$ cat src/rtl/sound_pkg.sv
// Shared sound definitions: pitch codes, field widths,
// half-period table, melody FSM state encoding.
package sound_pkg;

    localparam int PITCH_W   = 5;
    localparam int LEN_W     = 3;
    localparam int IDX_W     = 6;
    localparam int HALF_W    = 16;
    localparam int ROM_DEPTH = 64;

    localparam logic [PITCH_W-1:0] PITCH_REST = 5'd0;
    localparam logic [PITCH_W-1:0] PITCH_LAST = 5'd24;
    localparam logic [PITCH_W-1:0] PITCH_END  = 5'd31;

    localparam logic [PITCH_W-1:0] P_C4 = 5'd1;
    localparam logic [PITCH_W-1:0] P_D4 = 5'd3;
    localparam logic [PITCH_W-1:0] P_E4 = 5'd5;
    localparam logic [PITCH_W-1:0] P_F4 = 5'd6;
    localparam logic [PITCH_W-1:0] P_G4 = 5'd8;
    localparam logic [PITCH_W-1:0] P_A4 = 5'd10;
    localparam logic [PITCH_W-1:0] P_B4 = 5'd12;
    localparam logic [PITCH_W-1:0] P_C5 = 5'd13;

    typedef enum logic [1:0] {
        ST_IDLE,
        ST_LOAD,
        ST_PLAY,
        ST_GAP
    } state_t;

    // round(25e6 / (2*f)), equal temperament from C4
    function automatic logic [HALF_W-1:0] half_period(
        input logic [PITCH_W-1:0] p
    );
        case (p)
            5'd1:    half_period = 16'd47778;
            5'd2:    half_period = 16'd45097;
            5'd3:    half_period = 16'd42565;
            5'd4:    half_period = 16'd40176;
            5'd5:    half_period = 16'd37922;
            5'd6:    half_period = 16'd35793;
            5'd7:    half_period = 16'd33784;
            5'd8:    half_period = 16'd31888;
            5'd9:    half_period = 16'd30098;
            5'd10:   half_period = 16'd28409;
            5'd11:   half_period = 16'd26815;
            5'd12:   half_period = 16'd25310;
            5'd13:   half_period = 16'd23889;
            5'd14:   half_period = 16'd22549;
            5'd15:   half_period = 16'd21283;
            5'd16:   half_period = 16'd20088;
            5'd17:   half_period = 16'd18961;
            5'd18:   half_period = 16'd17897;
            5'd19:   half_period = 16'd16892;
            5'd20:   half_period = 16'd15944;
            5'd21:   half_period = 16'd15049;
            5'd22:   half_period = 16'd14205;
            5'd23:   half_period = 16'd13407;
            5'd24:   half_period = 16'd12655;
            default: half_period = 16'd0;
        endcase
    endfunction

    function automatic logic is_tone(input logic [PITCH_W-1:0] p);
        is_tone = (p != PITCH_REST) && (p <= PITCH_LAST);
    endfunction

    // C major scale, eighth notes, then end marker
    function automatic logic [8*ROM_DEPTH-1:0] demo_song();
        logic [8*ROM_DEPTH-1:0] s;
        s = '0;
        s[8*0 +: 8] = {P_C4, 3'd1};
        s[8*1 +: 8] = {P_D4, 3'd1};
        s[8*2 +: 8] = {P_E4, 3'd1};
        s[8*3 +: 8] = {P_F4, 3'd1};
        s[8*4 +: 8] = {P_G4, 3'd1};
        s[8*5 +: 8] = {P_A4, 3'd1};
        s[8*6 +: 8] = {P_B4, 3'd1};
        s[8*7 +: 8] = {P_C5, 3'd3};
        s[8*8 +: 8] = {PITCH_END, 3'd0};
        return s;
    endfunction

endpackage

$ cat src/rtl/melody_rom.sv
// Song ROM, 64 x {pitch[4:0], len[2:0]}, registered read.
// Ports: clk, rst_n, addr[5:0] in; data[7:0] out (1-cycle latency).
module melody_rom
    import sound_pkg::*;
#(
    parameter logic [8*ROM_DEPTH-1:0] SONG = demo_song()
) (
    input  logic             clk,
    input  logic             rst_n,
    input  logic [IDX_W-1:0] addr,
    output logic [7:0]       data
);

    always_ff @(posedge clk or negedge rst_n) begin
        if (!rst_n) begin
            data <= '0;
        end else begin
            data <= SONG[{addr, 3'b000} +: 8];
        end
    end

endmodule

$ cat src/rtl/melody_player.sv
// Plays a ROM song as a square wave, with inter-note gaps.
// Ports: CLK25M, RSTN, EN, START, STOP, LOOP in;
//        SPEAKER0, SPEAKER1, BUSY, NOTE_IDX[5:0] out.
module melody_player
    import sound_pkg::*;
#(
    parameter int TICK_DIV  = 1_562_500,
    parameter int GAP_CYC   = 250_000,
    // nonzero replaces every tone's half-period
    parameter int TEST_HALF = 0,
    parameter logic [8*ROM_DEPTH-1:0] SONG = demo_song()
) (
    input  logic             CLK25M,
    input  logic             RSTN,
    input  logic             EN,
    input  logic             START,
    input  logic             STOP,
    input  logic             LOOP,
    output logic             SPEAKER0,
    output logic             SPEAKER1,
    output logic             BUSY,
    output logic [IDX_W-1:0] NOTE_IDX
);

    localparam int TW = $clog2(TICK_DIV + 1);
    localparam int GW = $clog2(GAP_CYC + 1);

    state_t              state;
    logic [7:0]          rom_q;
    logic [IDX_W-1:0]    idx_nxt;
    logic [PITCH_W-1:0]  pitch;
    logic [LEN_W-1:0]    len;
    logic [HALF_W-1:0]   half;
    logic                tone_on;
    logic                abort;
    logic                tick_last;
    logic                gap_last;
    logic [TW-1:0]       tick_cnt;
    logic [GW-1:0]       gap_cnt;
    logic [HALF_W-1:0]   tone_cnt;
    logic [LEN_W:0]      dur;

    assign pitch     = rom_q[7:3];
    assign len       = rom_q[2:0];
    assign tone_on   = is_tone(pitch);
    assign half      = (TEST_HALF != 0) ? HALF_W'(TEST_HALF)
                                        : half_period(pitch);
    assign abort     = (state != ST_IDLE) && (STOP || !EN);
    assign tick_last = tick_cnt == TW'(TICK_DIV - 1);
    assign gap_last  = gap_cnt == GW'(GAP_CYC - 1);
    assign BUSY      = state != ST_IDLE;

    // The ROM is addressed with the next index so the entry is
    // already valid during the single LOAD cycle.
    always_comb begin
        idx_nxt = NOTE_IDX;
        if (abort) begin
            idx_nxt = '0;
        end else begin
            unique case (state)
                ST_IDLE: idx_nxt = '0;
                ST_LOAD: if (pitch == PITCH_END) idx_nxt = '0;
                ST_PLAY: idx_nxt = NOTE_IDX;
                ST_GAP:  if (gap_last) idx_nxt = NOTE_IDX + 6'd1;
            endcase
        end
    end

    melody_rom #(
        .SONG (SONG)
    ) u_rom (
        .clk   (CLK25M),
        .rst_n (RSTN),
        .addr  (idx_nxt),
        .data  (rom_q)
    );

    always_ff @(posedge CLK25M or negedge RSTN) begin
        if (!RSTN) begin
            state    <= ST_IDLE;
            NOTE_IDX <= '0;
            SPEAKER0 <= 1'b0;
            SPEAKER1 <= 1'b0;
            tick_cnt <= '0;
            gap_cnt  <= '0;
            tone_cnt <= '0;
            dur      <= '0;
        end else begin
            NOTE_IDX <= idx_nxt;
            if (abort) begin
                state    <= ST_IDLE;
                SPEAKER0 <= 1'b0;
                SPEAKER1 <= 1'b0;
                tick_cnt <= '0;
                gap_cnt  <= '0;
                tone_cnt <= '0;
                dur      <= '0;
            end else begin
                unique case (state)
                    ST_IDLE: begin
                        SPEAKER0 <= 1'b0;
                        SPEAKER1 <= 1'b0;
                        if (START && EN && !STOP) state <= ST_LOAD;
                    end
                    ST_LOAD: begin
                        tick_cnt <= '0;
                        tone_cnt <= '0;
                        gap_cnt  <= '0;
                        dur      <= {1'b0, len} + 4'd1;
                        if (pitch == PITCH_END) begin
                            state <= LOOP ? ST_LOAD : ST_IDLE;
                        end else begin
                            state    <= ST_PLAY;
                            SPEAKER0 <= 1'b0;
                            SPEAKER1 <= tone_on;
                        end
                    end
                    ST_PLAY: begin
                        if (tick_last) begin
                            tick_cnt <= '0;
                            dur      <= dur - 4'd1;
                        end else begin
                            tick_cnt <= tick_cnt + 1'b1;
                        end
                        if (tick_last && dur == 4'd1) begin
                            state    <= ST_GAP;
                            SPEAKER0 <= 1'b0;
                            SPEAKER1 <= 1'b0;
                            tone_cnt <= '0;
                        end else if (tone_on) begin
                            if (tone_cnt == half - 16'd1) begin
                                tone_cnt <= '0;
                                SPEAKER0 <= ~SPEAKER0;
                                SPEAKER1 <= SPEAKER0;
                            end else begin
                                tone_cnt <= tone_cnt + 16'd1;
                            end
                        end
                    end
                    ST_GAP: begin
                        if (gap_last) begin
                            gap_cnt <= '0;
                            state   <= ST_LOAD;
                        end else begin
                            gap_cnt <= gap_cnt + 1'b1;
                        end
                    end
                endcase
            end
        end
    end

endmodule

$ cat config.mk
export PLATFORM = sky130hd
export DESIGN_NAME = melody_player
export DESIGN_NICKNAME = d
export VERILOG_FILES = /design/src/rtl/sound_pkg.sv /design/src/rtl/melody_rom.sv /design/src/rtl/melody_player.sv
export SDC_FILE = /design/constraint.sdc
export NUM_CORES = 1
export LEC_CHECK = 0
export BUFFER_PORTS_ARGS = -buffer_cell sky130_fd_sc_hd__buf_2
export CORE_ASPECT_RATIO = 1.25
export CORE_MARGIN = 2
export CORE_UTILIZATION = 45
export CTS_BUF_LIST = sky130_fd_sc_hd__clkbuf_8
export CTS_CLUSTER_SIZE = 20
export DETAILED_ROUTE_END_ITERATION = 8
export PLACE_DENSITY = 0.68
export SYNTH_ARGS = -nofsm -noshare
export SYNTH_HDL_FRONTEND = slang
export SYNTH_SLANG_ARGS = --single-unit
export TNS_END_PERCENT = 10
$ cat constraint.sdc
create_clock -name CLK25M -period 5.1 [get_ports CLK25M]
set_input_delay 0.765 -clock CLK25M [delete_from_list [all_inputs] [get_ports CLK25M]]
set_output_delay 0.765 -clock CLK25M [all_outputs]
set_load 0.01 [all_outputs]
==> results.json, run 1 <==
{
  "status": "complete, no violations",
  "dr_total_vias": 4776,
  "worstSetupStartpointType": "register",
  "cts_setup_buffers": 0,
  "layout.nets": 680,
  "cts_made_buffers": 9,
  "layout-drive-gt1-share_pct": 7.60,
  "gp_congestion": 0.961,
  "cts_root_buf": "clkbuf_8",
  "initial_core_util_pct": 46.2,
  "area_growth_pct": 6.38,
  "synth_top_flop_cell": "dfrtp_1",
  "dp_hpwl_um": 9170,
  "ys_async_sr_fraction_pct": 100,
  "synth_most_common_cell": "nand2_1",
  "hp-class": "reg2reg",
  "synth.area.top_cells": "dfrtp_1 (35%), o21ai_0 (6.7%), nand2_1 (5.7%)",
  "fp.dieW_um": 102,
  "synth_area_mm2": 0.00540,
  "slew_violations": 0,
  "ys_types": 76,
  "required_ps": 5320,
  "critPathArrivalTime_ps": 4520,
  "grt_setup_unrepaired": "no",
  "hold_violations": 0,
  "clockBufferDepth": 2,
  "synth_nets": 677,
  "cts_htree_levels": 3,
  "grt_overflow": 0,
  "cts_tree": "done",
  "fmax_ghz": 0.233,
  "ys_ff_latch": 76,
  "pre_cts_ws_ps": 874,
  "syn_avg_cell_area_um2": 8.29,
  "clock_latency_ps": 360,
  "post-route-period-util_pct": 84.3,
  "path_max_fanout": 17,
  "fin_area_mm2": 0.00574,
  "rows": 44,
  "cts.clk_slew.worst_paths_ps": 80,
  "routed_wl_um": 12900,
  "placed_cell_area_mm2": 0.00555,
  "die_y_um": 126,
  "die_area_mm2": 0.0129,
  "portBuffers": 14,
  "antenna_cells": 0,
  "fin_ws_ps": 801,
  "p_total_mw": 1.63,
  "setup_viol": 0,
  "first_pass_iters": 5,
  "worstSetupPathType": "reg2reg",
  "endpoint_kind": "register",
  "fin_worst_skew_ps": 10.9,
  "grt_pass1_vias": 4622,
  "setup-tns-final_ps": 0,
  "pin_count": 15,
  "yosys_warnings": 0,
  "power.density_mw_per_mm2": 285,
  "drc": 0,
  "post-route-min-period_ps": 4300,
  "wl_per_cell_um": 15.7,
  "synth_top_area_share_pct": 35.3,
  "cts.sinks": 76,
  "hold_buffers": 0,
  "syn_inst": 651,
  "synth.largest_area_cell": "dfrtp_1",
  "grt_max_degree": 77,
  "ant_nets": 0,
  "yosysSeqAreaShare_pct": 35.3,
  "dr.first_iter.drc_count": 270,
  "ir_drop_mv": 0.182,
  "track_usage_pct": 21.0,
  "power.leakage_nw": 2.45,
  "ctsResizeCount": 0,
  "vias_per_cell": 5.83,
  "coreArea_mm2": 0.0117,
  "synth_common_cells": "nand2_1 (82), dfrtp_1 (76), o21ai_0 (72)",
  "cap_violations": 0,
  "antenna_found_initial": 0,
  "max-slew-margin-rel_pct": 31.3,
  "grt_pass1_wl_um": 22000,
  "worst_slew_pin_slew_ps": 1030,
  "synth-edff-count": 0
}
[final timing paths]
check,from,end,slack [ps],cells past startpoint
worst min register to register,tick_cnt[20]$_DFFE_PN0P_,tick_cnt[20]$_DFFE_PN0P_,490,1
worst min-delay path,tick_cnt[20]$_DFFE_PN0P_,tick_cnt[20]$_DFFE_PN0P_,490,1
worst max-delay path,u_rom.data[4]$_DFF_PN0_,tone_cnt[13]$_DFFE_PN0P_,800,12
max in group asynchronous,RSTN,u_rom.data[6]$_DFF_PN0_,3930,1
worst max register to register,u_rom.data[4]$_DFF_PN0_,tone_cnt[13]$_DFFE_PN0P_,800,12
min in group asynchronous,RSTN,tick_cnt[10]$_DFFE_PN0P_,540,1
[cell usage in the layout, fill, tap and decap left out, types with 9 or more instances in the layout]
| master | count |
|---|---|
| nand2_1 | 82 |
| dfrtp_1 | 76 |
| o21ai_0 | 72 |
| nor2_1 | 67 |
| and3_1 | 33 |
| nand3_1 | 25 |
| xnor2_1 | 23 |
| xor2_1 | 21 |
| a21oi_1 | 20 |
| ha_1 | 20 |
| inv_1 | 16 |
| nor2b_1 | 15 |
| nand4_1 | 13 |
| buf_2 | 13 |
| clkbuf_8 | 10 |
| nor3_1 | 9 |
| and2_1 | 9 |
| a31oi_1 | 9 |
| nand2b_1 | 9 |
[flip-flops by register name, indices dropped and copies added, names as in the netlist]
register	count
NOTE_IDX	6
SPEAKER0	1
SPEAKER1	1
dur	4
gap_cnt	18
state	2
tick_cnt	21
tone_cnt	16
u_rom.data	7
[critical path, stage by stage, from the launching register on]
cell	delay (ps)
dfrtp_1	690
inv_2	140
ha_1	350
nand4b_1	200
o21ai_2	100
or4_4	580
nor4_4	310
and2b_1	210
o211ai_1	100
a221o_1	390
or4_4	470
a21oi_2	490
nor2_1	110
[final cells by class]
type / instances / area, µm²
multi-input cells: 532 / 3280
well taps: 161 / 201
inverters: 17 / 63.8
clock buffers: 10 / 138
repair buffers: 18 / 103
flip-flops and latches: 76 / 1900
clock inverters: 5 / 53.8
fillers: 1128 / 5930
[routing by layer]
layer	GRT usage, %	share of wire [%]	up-vias
li1	-	-	2327
met1	26.6	43	2336
met2	35.0	51	82
met3	3.64	2.5	31
met4	9.02	3.3	0
met5	0	0	-
[report_power, final]
part | internal [mW] | switching [mW]
sequential | 0.631 | 0.0276
clock | 0.234 | 0.225
combinational | 0.151 | 0.367
[logic make-up (layout without fill, tap and decap cells)]
family / count (synthesis) / after routing / share of synthesized area (%)
simple gates: 303 / 303 / 28.8
buf+inv: 43 / 50 / 3.99
fa+ha+maj: 21 / 21 / 4.82
mux: 12 / 12 / 2.60
xor+xnor: 44 / 44 / 7.14
compound gates: 152 / 152 / 17.4
flops: 76 / 76 / 35.3
[per-stage QoR]
step                      utilization (%)  hold slack, ps  cells
final                                49.2             491    819
after floorplan                         -             443    651
after detailed placement             47.5             483    804
after global placement               47.5             465    804
after global routing                 49.2             520    819
after CTS                            49.2             492    819
No activity file was read; power rests on OpenSTA's default activity.
==> run 2, diff against run 1 <==
==> constraint.sdc (replaced) <==
create_clock -name CLK25M -period 4.39 [get_ports CLK25M]
set_input_delay 0.6585 -clock CLK25M [delete_from_list [all_inputs] [get_ports CLK25M]]
set_output_delay 0.6585 -clock CLK25M [all_outputs]
set_load 0.01 [all_outputs]
==> results.json, run 2 (synthesis gave the netlist of run 1 again) <==
{
  "fp.dieW_um": 102,
  "fin_worst_skew_ps": 7.53,
  "cts_root_buf": "clkbuf_8",
  "cts.sinks": 76,
  "wl_per_cell_um": 15.3,
  "worstSetupStartpointType": "register",
  "coreArea_mm2": 0.0117,
  "rows": 44,
  "cap_violations": 0,
  "largest_reg_flops": 21,
  "final_cells": 826,
  "top_regs": "tick_cnt: 21 flops, gap_cnt: 18 flops, tone_cnt: 16 flops",
  "nFillCells": 1168,
  "ant_nets": 0,
  "slew_violations": 0,
  "setup-tns-final_ps": 0,
  "die_y_um": 126,
  "power.density_mw_per_mm2": 327,
  "post-route-period-util_pct": 92.3,
  "track_usage_pct": 20.5,
  "path_max_fanout": 26,
  "die_area_mm2": 0.0129,
  "r2r_slack_ps": 340,
  "antenna_cells": 0,
  "status": "complete, no violations",
  "top_register": "tick_cnt",
  "dr.first_iter.drc_count": 309,
  "dr_total_vias": 4778,
  "required_ps": 4660,
  "layout_commonest_cell": "nand2_1",
  "grt_setup_unrepaired": "no",
  "gp_congestion": 0.926,
  "portBuffers": 14,
  "max-slew-margin-rel_pct": 33.1,
  "power.leakage_nw": 2.50,
  "cts_htree_levels": 3,
  "cts.clk_slew.worst_paths_ps": 80,
  "first_pass_iters": 5,
  "hold_violations": 0,
  "worst_slew_pin_slew_ps": 1000,
  "hp-class": "in2async",
  "placed_cells": 810,
  "grt_pass1_vias": 4709,
  "drc": 0,
  "fmax_ghz": 0.247,
  "vias_per_cell": 5.78,
  "routed_wl_um": 12600,
  "grt_max_degree": 77,
  "final_cell_mix": "nand2_1 (82), dfrtp_1 (75), o21ai_0 (72)",
  "hold_buffers": 0,
  "post-route-min-period_ps": 4050,
  "grt_pass1_wl_um": 21700,
  "setup_viol": 0,
  "area_growth_pct": 7.42,
  "worstSetupPathType": "reg2reg",
  "initial_core_util_pct": 46.2,
  "antenna_found_initial": 0,
  "grt_overflow": 0,
  "layout-drive-gt1-share_pct": 8.57,
  "endpoint_kind": "register",
  "dp_hpwl_um": 9140,
  "ir_drop_mv": 0.211,
  "layout.nets": 686,
  "pin_count": 15,
  "critPathArrivalTime_ps": 4320,
  "clockBufferDepth": 2,
  "clock_latency_ps": 360,
  "cts_made_buffers": 9,
  "cts_tree": "done"
}
[run 2: final timing paths]
kind	start	endpoint	cells after the start
min in group CLK25M	tick_cnt[20]$_DFFE_PN0P_	tick_cnt[20]$_DFFE_PN0P_	1
setup / recovery	u_rom.data[7]$_DFF_PN0_	SPEAKER1$_DFFE_PN0P_	10
max in group asynchronous	RSTN	u_rom.data[3]$_DFF_PN0_	1
hold reg to reg	tick_cnt[20]$_DFFE_PN0P_	tick_cnt[20]$_DFFE_PN0P_	1
hold / removal	RSTN	tick_cnt[3]$_DFFE_PN0P_	1
setup reg to reg	u_rom.data[7]$_DFF_PN0_	SPEAKER1$_DFFE_PN0P_	10
[run 2: what timing repair did]
action	in CTS	in global routing
endpoints found under the hold margin	0	0
buffers inserted	0	0
resized for setup	0	2
endpoints found under the setup margin	0	13
[run 2: critical path, stage by stage (launching register included)]
cell and delay [ps]:
dfrtp_1 840, or2b_1 310, o22ai_1 140, or4_4 560, nor4_4 320, and2b_1 220
o211ai_1 110, a221o_1 390, or4_4 480, or4_1 490, o211ai_1 100
[run 2: stage by stage]
stage	hold slack [ps]	power, mW	area (µm²)	worst slack (ps)	util, %
floorplan	363	1.19	5400	554	-
global placement	464	1.35	5590	392	47.9
CTS	486	1.90	5790	230	49.6
global route	504	2.01	5800	93.6	49.7
finish	455	1.89	5800	338	49.7
detailed placement	476	1.37	5590	239	47.9
[run 2: power breakdown]
group	internal [mW]	leakage, nW	switching [mW]	total [mW]
clock network	0.273	0.109	0.254	0.528
logic	0.179	1.35	0.421	0.600
registers	0.733	1.05	0.0333	0.766
[run 2: layer usage]
layer  track usage [%]  part of all wire (%)
met5                 0                     0
met4              9.10                   3.4
met3              3.09                   2.9
met2              33.6                    50
met1              26.7                    44
[run 2: cell type report]
cell class                      instances  area (µm²)  share of cell area, %
Multi-Input combinational cell        532        3290                   56.7
Inverter                               17        63.8                   1.10
Clock buffer                           10         138                   2.37
Clock inverter                          6        56.3                  0.972
Timing Repair Buffer                   24         148                   2.55
Tap cell                              161         201                   3.48
Sequential cell                        76        1900                   32.8
